===== config.mk =====
export PLATFORM = sky130hd
export DESIGN_NAME = psum_error_drain
export DESIGN_NICKNAME = d
export VERILOG_FILES = /design/src/rtl/psum_error_drain.sv
export SDC_FILE = /design/constraint.sdc
export NUM_CORES = 1
export LEC_CHECK = 0
export CELL_PAD_IN_SITES_DETAIL_PLACEMENT = 1
export CELL_PAD_IN_SITES_GLOBAL_PLACEMENT = 1
export CORE_UTILIZATION = 45
export CTS_CLUSTER_SIZE = 40
export DETAILED_ROUTE_END_ITERATION = 8
export PLACE_DENSITY = 0.78
export SYNTH_ARGS = -nofsm -noshare
export SYNTH_HDL_FRONTEND = slang
export SYNTH_SLANG_ARGS = --single-unit

===== constraint.sdc =====
create_clock -name clk -period 2.9 [get_ports clk]
set_input_delay 0.725 -clock clk [delete_from_list [all_inputs] [get_ports clk]]
set_output_delay 0.725 -clock clk [all_outputs]
set_load 0.005 [all_outputs]

===== src/rtl/psum_error_drain.sv =====
// Column-result drain: error compensation, saturation and an output FIFO.
// Three-state tile sequencer (IDLE/RUN/DRAIN) with overflow and error tally.
module psum_error_drain #(
  parameter int TILE_LEN = 8,
  parameter int DEPTH    = 4
) (
  input  logic        clk,
  input  logic        rst_n,
  input  logic        start,
  input  logic        in_valid,
  input  logic [23:0] partial_sum_in,
  input  logic [15:0] error_product_in,
  output logic        out_valid,
  input  logic        out_ready,
  output logic [23:0] out_data,
  output logic        out_sat,
  output logic        busy,
  output logic        tile_done,
  output logic        overflow,
  output logic [7:0]  err_count
);

  localparam int AW = $clog2(DEPTH);
  localparam logic [7:0] LAST = 8'(TILE_LEN - 1);
  localparam logic [AW:0] FULL = (AW+1)'(DEPTH);

  typedef enum logic [1:0] {
    IDLE,
    RUN,
    DRAIN
  } state_t;

  state_t state_q, state_d;
  logic [7:0]    acc_cnt_q, acc_cnt_d;
  logic [7:0]    err_cnt_q, err_cnt_d;
  logic          ovf_q, ovf_d;
  logic [AW-1:0] wr_ptr_q, wr_ptr_d;
  logic [AW-1:0] rd_ptr_q, rd_ptr_d;
  logic [AW:0]   occ_q, occ_d;
  logic [24:0]   mem_q [DEPTH];
  logic [24:0]   mem_d [DEPTH];

  logic        rd;
  logic        wr;
  logic        acc;
  logic        full;
  logic [24:0] sum;
  logic [24:0] res;

  always_comb begin
    sum  = {1'b0, partial_sum_in} + {9'h0, error_product_in};
    // entry layout: {sat, data}
    res  = sum[24] ? {1'b1, 24'hFFFFFF} : {1'b0, sum[23:0]};
    full = (occ_q == FULL);
    rd   = (occ_q != '0) && out_ready;
    acc  = (state_q == RUN) && in_valid;
    wr   = acc && (!full || rd);
  end

  always_comb begin
    mem_d    = mem_q;
    wr_ptr_d = wr_ptr_q;
    rd_ptr_d = rd_ptr_q;
    occ_d    = occ_q;
    if (wr) begin
      mem_d[wr_ptr_q] = res;
      wr_ptr_d = wr_ptr_q + 1'b1;
    end
    if (rd) begin
      rd_ptr_d = rd_ptr_q + 1'b1;
    end
    if (wr && !rd) begin
      occ_d = occ_q + 1'b1;
    end else if (rd && !wr) begin
      occ_d = occ_q - 1'b1;
    end
  end

  always_comb begin
    state_d   = state_q;
    acc_cnt_d = acc_cnt_q;
    err_cnt_d = err_cnt_q;
    ovf_d     = ovf_q;
    unique case (state_q)
      IDLE: begin
        if (start) begin
          state_d   = RUN;
          acc_cnt_d = '0;
          err_cnt_d = '0;
          ovf_d     = 1'b0;
        end
      end
      RUN: begin
        if (acc) begin
          acc_cnt_d = acc_cnt_q + 1'b1;
          if (error_product_in != '0 && err_cnt_q != 8'hFF) begin
            err_cnt_d = err_cnt_q + 1'b1;
          end
          // a dropped result still counts toward the tile
          if (!wr) begin
            ovf_d = 1'b1;
          end
          if (acc_cnt_q == LAST) begin
            state_d = DRAIN;
          end
        end
      end
      DRAIN: begin
        if (occ_q == '0) begin
          state_d = IDLE;
        end
      end
      default: state_d = IDLE;
    endcase
  end

  always_ff @(posedge clk or negedge rst_n) begin
    if (!rst_n) begin
      state_q   <= IDLE;
      acc_cnt_q <= '0;
      err_cnt_q <= '0;
      ovf_q     <= 1'b0;
      wr_ptr_q  <= '0;
      rd_ptr_q  <= '0;
      occ_q     <= '0;
      for (int i = 0; i < DEPTH; i++) begin
        mem_q[i] <= '0;
      end
    end else begin
      state_q   <= state_d;
      acc_cnt_q <= acc_cnt_d;
      err_cnt_q <= err_cnt_d;
      ovf_q     <= ovf_d;
      wr_ptr_q  <= wr_ptr_d;
      rd_ptr_q  <= rd_ptr_d;
      occ_q     <= occ_d;
      mem_q     <= mem_d;
    end
  end

  always_comb begin
    out_valid = (occ_q != '0);
    out_data  = out_valid ? mem_q[rd_ptr_q][23:0] : '0;
    out_sat   = out_valid ? mem_q[rd_ptr_q][24] : 1'b0;
    busy      = (state_q == RUN) || (state_q == DRAIN);
    tile_done = (state_q == DRAIN) && (occ_q == '0);
    overflow  = ovf_q;
    err_count = err_cnt_q;
  end

endmodule


# Word level (Yosys, flattened, before mapping)
# Cells that the tools add are included.
# classes
add_sub_neg	7
magnitude_cmp	3
n_eq_ne	11
muxes	26
n_bitwise	2
n_reduce_logical	23
# op_table
cell	count
100-bit bitwise mux	1
25-bit two-way mux	4
25-bit binary-select mux with 2-bit select	1
25-bit demux with 2-bit select	1
8-bit two-way mux	4
8-bit case mux with 2 select lines	2
24-bit by 16-bit adder with 25-bit output	1
24-bit two-way mux	1
8-bit by 1-bit adder with 8-bit output (second input constant)	2
16-bit nonzero test	1
4-bit AND reduction	3
8-bit by 3-bit == test with 1-bit output (second input constant)	1
1-bit logical AND	8
2-bit two-way mux	4
2-bit inequality test (second input constant)	4
8-bit inequality test (second input constant)	1
3-bit greater-or-equal comparator (second input constant)	2
3-bit two-way mux	2
2-bit inverter with 3-bit output	2
2-bit case mux with 3 select lines	1
2-bit by 1-bit adder with 2-bit output (second input constant)	2
1-bit two-way mux	4
2-bit by 1-bit inequality test with 1-bit output (second input constant)	2
2-bit nonzero test	2
13 further kinds	16
# totals
register_bits	126
input_bits	45
output_inout_bits	37
word_cells	83

# Logic depth before layout (Yosys ltp)
# Gate-level depths: netlist (run 1).
# logic_depth
ltp_word	8
ltp_mapped	11
ltp_nobuf	10

# Worst setup path after synthesis (run 1)
# No wires, ideal clock.
# synth_timing
kind	input-to-reg
startpoint	in partial_sum_in[0]
endpoint	reg mem_q[63] (netlist bit)
setup_time_ns	0.120
arrival_ns	2.820
required_ns	2.780
slack_ns	-0.040
path_stages	9
n_path_buf	1
cell_sequence	ha_1 > fa_1 > a211oi_2 > o21ai_2 > o2111a_1 > o31ai_4 > buf_6 > o2111ai_1 > o211a_1
# synth_via
elab_chain_cells	3
# synth_rtl
item	line_no	rtl
start: declaration	11	input logic [23:0] partial_sum_in,
24-bit by 16-bit adder with 25-bit output	51	sum = {1'b0, partial_sum_in} + {9'h0, error_product_in};
25-bit two-way mux	53	res = sum[24] ? {1'b1, 24'hFFFFFF} : {1'b0, sum[23:0]};
100-bit bitwise mux	66	mem_d[wr_ptr_q] = res;
end signal: assignment	137	mem_q <= mem_d;
end: declaration	40	logic [24:0] mem_q [DEPTH];
# No other way between the ends.
# A chain may end at the register's enable or synchronous reset.

# Worst setup path in the final report (run 1)
# layout_timing
startpoint	in error_product_in[0]
endpoint	reg mem_q[15] (netlist bit)
# layout_via
elab_chain_cells	3
# layout_rtl
item	line_no	rtl
start: declaration	12	input logic [15:0] error_product_in,
24-bit by 16-bit adder with 25-bit output	51	
25-bit two-way mux	53	
100-bit bitwise mux	66	
# No other way between the ends.

==> results of run 1 <==
-- repair_timing --
item                                    CTS  global route
pin swaps                                 0             2
endpoints found under the setup margin   72            79
endpoints found under the hold margin     0             0
gates resized for setup                  42            26
cloned                                    2             1
setup buffers                             6             4
-- state kept, by name (all words and copies together) (netlist names) --
register and cells:
state_q 2, wr_ptr_q 2, acc_cnt_q 8, mem_q 100, err_count 8, occ_q 3, overflow 1, rd_ptr_q 2
-- critical path: stages --
cell	delay [ps]
clkdlybuf4s50_1	490
ha_2	200
buf_4	100
a21oi_1	100
nand4b_1	350
a211o_1	440
a21oi_2	490
nor4b_2	110
nor3_1	260
-- final cells by class --
class	instances	area, sq um	share of cell area
well taps	216	270	0.0270
clock inverters	11	120	0.0120
repair buffers	193	1870	0.187
multi-input cells	576	4140	0.413
clock buffers	20	437	0.0435
flip-flops and latches	126	3160	0.315
inverters	8	30.0	0.00299
-- cell families (layout without fill, tap and decap cells) --
family                     count (synthesis)  in the layout  share of synthesized area
AOI/OAI and AO/OA                        170            170                      0.156
xor gates and xnor gates                  25             25                     0.0294
adders and majority gates                 30             30                     0.0525
buffers and inverters                     55            232                     0.0325
DFF                                      126            126                      0.424
muxes                                     49             49                      0.112
and+or+nand+nor                          302            302                      0.194
-- final timing paths --
kind	from	depth (start not counted)	slack, ps	end
setup / recovery	error_product_in[0]	9	-80	mem_q[15]$_DFFE_PN0P_
hold / removal	rst_n	1	230	mem_q[77]$_DFFE_PN0P_
setup reg to reg	state_q[1]$_DFFE_PN0P_	10	350	mem_q[38]$_DFFE_PN0P_
hold reg to reg	mem_q[75]$_DFFE_PN0P_	2	480	mem_q[75]$_DFFE_PN0P_
max in group asynchronous	rst_n	2	2020	occ_q[0]$_DFFE_PN0P_
min in group clk	mem_q[75]$_DFFE_PN0P_	2	480	mem_q[75]$_DFFE_PN0P_
-- power by group --
part,switching [W],internal (W)
Clock,0.000811,0.00125
Combinational,0.00204,0.00234
Sequential,0.000509,0.00253
Total,0.00336,0.00613
-- through the flow --
stage          TNS (ps)  utilization  hold slack [ps]
6_report           -251        0.627              225
5_1_grt           -1240        0.627              244
4_1_cts               0        0.618              231
3_5_place_dp     -39160        0.575              475
3_3_place_gp     -28880        0.575              456
2_1_floorplan         0            -              429
-- layer usage --
layer,up-vias,global-route usage
met3,81,0.0407
li1,3096,-
met1,3567,0.383
met2,265,0.562
met5,-,0
met4,0,0.139
-- cell usage after synthesis (5+ instances only) --
cell type,instances,area (sq um)
nor4b_1,6,52.6
o21a_1,7,52.6
clkbuf_1,29,109
xnor2_1,15,131
a211oi_1,5,37.5
a21o_1,10,75.1
nand2_1,79,297
ha_1,28,350
inv_1,8,30.0
o2111a_1,13,146
and2_1,27,169
o21ai_0,57,285
and3_1,6,37.5
nor3_1,26,130
dfrtp_1,126,3150
nand4_1,13,81.3
nand3_1,20,100
mux2_2,23,259
nor2_1,86,323
buf_2,10,50.1
o21ai_2,5,43.8
mux4_2,25,563
a31oi_1,16,100
a21oi_1,27,135
nor4_1,18,113
xor2_1,10,87.6
nor2b_1,5,31.3
==> metrics.txt, run 1 <==
post-DR wirelength/cell=22.8 um; PortBufs=81; first-pass GRT wire length=between 40000 and 50000 um; CP Data Required Time=3200 ps; root buffer cell=clkbuf_16; Antenna Cells=0; failing checks=setup timing; crit-path max FO=8; CTS H-tree depth=4; final setup vio count=7; uppermost layer routed=met4; drt pass-1 iters=5; Worst Setup Path Type=primary input to flip-flop; Fmax achieved=336 MHz; Total Power=0.00948 W; Post-synth ARST share=1.00; CP Capture Type=flip-flop; Die Area=0.0171 sq mm; Post-Route Skew=6.60 ps; count of cell types in the netlist=56; number of synthesized register bits=126; fillers=1777; io pins=between 80 and 90; Power Dens Cells=946 mW/mm^2; mapped cell area=0.00744 sq mm; # clock sinks=126; DP Area=0.00920 sq mm; synthesized net count=832; Routed Antenna Nets=0; Setup WS pre-CTS=-504 ps; most frequent cells in the layout=124 x dfrtp_1, 93 x buf_4, 79 x nand2_1; Met1 Routed Length=10700 um; Post-Layout Inst Area=0.0100 sq mm; largest net degree at the start of global routing=58; CTS clk-pin slew, worst paths=50 ps; total CTS buffers=17; PnR worst setup slack=-76.2 ps; CTS tree=built; initial drt markers=465; worst slew pin tran=approximately 630 ps; Placer Congestion=0.860; Layout Cells excl Fill=1150; status=complete, but fails checks; most common cell after layout, fill and taps aside=dfrtp_1; via/cell ratio=6.09; total grt overflow=0; final hold violation count=0; initial antenna violation count=0; Post-DP HPWL=16300 um; Avg Inst Size Synth=9.83 sq um; post-synthesis sequential area ratio=0.424; Hold Path Class=primary input to asynchronous set/reset pin; core area=0.0160 sq mm; Final period util=1.03; Synthesis Warnings=0; minimum clock period=2980 ps; Area growth syn-to-layout=34.8%; Peak VDD IR=~0.48 mV; initial core utilization=0.465; max_cap viols=0; DRT Wirelength=roughly 26000 um; via count=7009; # rows=46; relative slew slack=0.575; P_leak=4.40 nW; GRT Total Usage=0.316; Mapped Cells=between 700 and 800; Remaining DRCs=0; met3 WL=between 1000 and 1500 um; number of global-route vias before repair=7460; startpoint type of the worst setup path=primary input; Post-synth EDFFs=0; clk buf depth=2; Die W=~130 um; Final nets=997; met2 WL post-DR=13500 um; layout cells sized above 1=0.245; Arrival @ worst endpoint=3280 ps; clk_lat worst skew=430 ps; Die H=about 130 um; Cells after DPL=1106; unrepaired setup endpoints after global routing=yes; Synth Flop Type=dfrtp_1; cts hold-fix bufs=0; Slew Limit Fails=0
Note: power is estimated with default switching activity, not from simulation.
==> inputs of run 2 (changes only) <==
CORE_MARGIN = 2   (was unset)
SLEW_MARGIN = 15   (was unset)
==> run 2 against run 1 <==
Effect of this change:
- sequential power is 2% higher
- global-route usage down 1.5 points
- the run still ends with setup timing left
- final area up 1.3%
- clock skew down 1.2 ps
- combinational power barely moved
- count of clock-buffer cells in the layout decreased by 1
==> metrics.txt, run 2 (synthesis results as in run 1) <==
status=complete, but fails checks; failing checks=setup timing; initial antenna violation count=0 (unchanged); crit-path max FO=8 (unchanged); max_cap viols=0 (unchanged); core area=0.0163 sq mm (+2.2%); total grt overflow=0 (unchanged); Net Sw Power=0.00353 W (+5.2%); initial core utilization=0.455 (-0.00989); Die Area=0.0176 sq mm (+3.1%); most common cell after layout, fill and taps aside=dfrtp_1; Cells after DPL=1116 (+0.90%); Hold Path Class=primary input to asynchronous set/reset pin; CTS H-tree depth=4 (unchanged); GRT Total Usage=0.301 (-0.0149); Layout Cells excl Fill=1161 (+0.96%); root buffer cell=clkbuf_16; Flop pwr share=0.316 (-0.004); Arrival @ worst endpoint=3420 ps (+140 ps); minimum clock period=3140 ps (+167 ps); fillers=1801 (+1.4%); CTS clk-pin slew, worst paths=60 ps (about the same); total CTS buffers=17 (unchanged); Peak VDD IR=0.514 mV (+8.1%); Worst Setup Path Type=primary input to flip-flop; Logic pwr share=0.447 (-0.015); Largest Register=mem_q; largest net degree at the start of global routing=46 (-21%); Area growth syn-to-layout=36.5%; most frequent CP cell=buf_4; Power Dens Cells=969 mW/mm^2 (+2.5%); Post-DP HPWL=17000 um (+4.1%); Final period util=1.08 (+0.0575); io pins=82 (unchanged); via/cell ratio=6.16 (+1.1%); Largest register FFs=100 (unchanged); Final nets=1003 (+0.60%); Slew Limit Fails=0 (unchanged); final hold violation count=0 (unchanged); drt pass-1 iters=5 (unchanged); clock share of power=0.237 (+0.019); Routed Antenna Nets=0 (unchanged); Post-Route Skew=5.39 ps (-1.21 ps); Fmax achieved=318 MHz (-5.3%); initial drt markers=566 (+22%); Die H=133 um (+1.5%); post-DR wirelength/cell=24.1 um (+5.7%); final setup TNS=-396 ps (-146 ps); P_leak=4.51 nW (+2.7%); CP Data Required Time=3180 ps (-20 ps); Die W=133 um (+1.5%); first-pass GRT wire length=41400 um (+2.7%); CP Capture Type=flip-flop; Remaining DRCs=0 (unchanged); most frequent cells in the layout=123 x dfrtp_1, 104 x buf_4, 80 x nor2_1; layout cells sized above 1=0.244 (-0.000761); crit-path max cell delay=430 ps (-60 ps); number of global-route vias before repair=7812 (+4.7%); startpoint type of the worst setup path=primary input; worst-path cell chain=clkdlybuf4s50_1, ha_1, and3_2, nand2_1, a211o_1, buf_4, a21oi_1, buf_4, nor4_1, nor3_1; internal power=0.00631 W (+3.1%); PortBufs=81 (unchanged); relative slew slack=0.524 (-0.0508); switch share=0.359 (+0.00477); cts hold-fix bufs=0 (unchanged); via count=7156 (+2.1%); # rows=47 (+2.2%); DRT Wirelength=28000 um (+6.7%); worst slew pin tran=710 ps (+79.0 ps); unrepaired setup endpoints after global routing=yes; PnR worst setup slack=-243 ps (-167 ps); # clock sinks=126 (unchanged); clk buf depth=2 (unchanged); CTS tree=built; clk_lat worst skew=430 ps (about the same); CP max-delay cell=clkdlybuf4s50_1; Placer Congestion=0.841 (-2.2%); final setup vio count=5 (-2); Antenna Cells=0 (unchanged)
[run 2: path summary, 6_finish.rpt]
kind	startpoint	cells after the start	slack, ps	end
min in group clk	mem_q[79]$_DFFE_PN0P_	2	500	mem_q[79]$_DFFE_PN0P_
worst min register to register	mem_q[79]$_DFFE_PN0P_	2	500	mem_q[79]$_DFFE_PN0P_
worst max register to register	state_q[1]$_DFFE_PN0P_	9	360	mem_q[98]$_DFFE_PN0P_
max in group asynchronous	rst_n	2	1850	mem_q[46]$_DFFE_PN0P_
worst max-delay path	error_product_in[9]	10	-240	mem_q[98]$_DFFE_PN0P_
worst min-delay path	rst_n	1	260	mem_q[76]$_DFFE_PN0P_
[run 2: power by group through the flow]
stage	Sequential (W)	Clock, W	Combinational (W)
2_1_floorplan	0.00284	0	0.00245
3_3_place_gp	0.00293	0	0.00402
3_5_place_dp	0.00304	0	0.00424
4_1_cts	0.00305	0.00232	0.00429
5_1_grt	0.00317	0.00242	0.00473
6_report	0.00311	0.00233	0.00441
[run 2: critical path, delay by kind of cell]
family                   cells  cell delay, ps
buffers and inverters        3             840
AO/OA/AOI/OAI                2             610
adder cells (fa/ha/maj)      1             400
AND/OR/NAND/NOR              4             850
[run 2: cell type report]
class / count / area (sq um) / area share
Multi-Input combinational cell: 576 / 4190 / 0.413
Sequential cell: 126 / 3160 / 0.311
Timing Repair Buffer: 199 / 1870 / 0.184
Clock buffer: 19 / 443 / 0.0436
Tap cell: 220 / 275 / 0.0271
Clock inverter: 13 / 189 / 0.0186
Inverter: 8 / 30.0 / 0.00296
[run 2: what timing repair did]
| item | CTS | global route |
|---|---|---|
| endpoints found under the setup margin | 57 | 72 |
| gates resized for setup | 41 | 32 |
| buffers inserted | 2 | 9 |
| pin swaps | 2 | 7 |
| cloned | 1 | 2 |
[run 2: metrics by stage]
stage	cell area, sq um	hold slack, ps	total power, W	setup slack [ps]	util
2_1_floorplan	7440	429	0.00529	59.3	-
3_3_place_gp	9230	456	0.00695	-400	0.564
3_5_place_dp	9230	467	0.00729	-561	0.564
4_1_cts	9960	260	0.00966	-59.3	0.609
5_1_grt	10200	278	0.0103	-319	0.621
6_report	10200	256	0.00985	-243	0.621
[run 2: metal layers]
metal / global-route usage / wire length (um) / vias up
met1: 0.346 / 10600 / 3652
li1: - / - / 3109
met2: 0.553 / 15000 / 308
met5: 0 / 0 / -
met3: 0.0513 / 1470 / 87
met4: 0.123 / 981 / 0
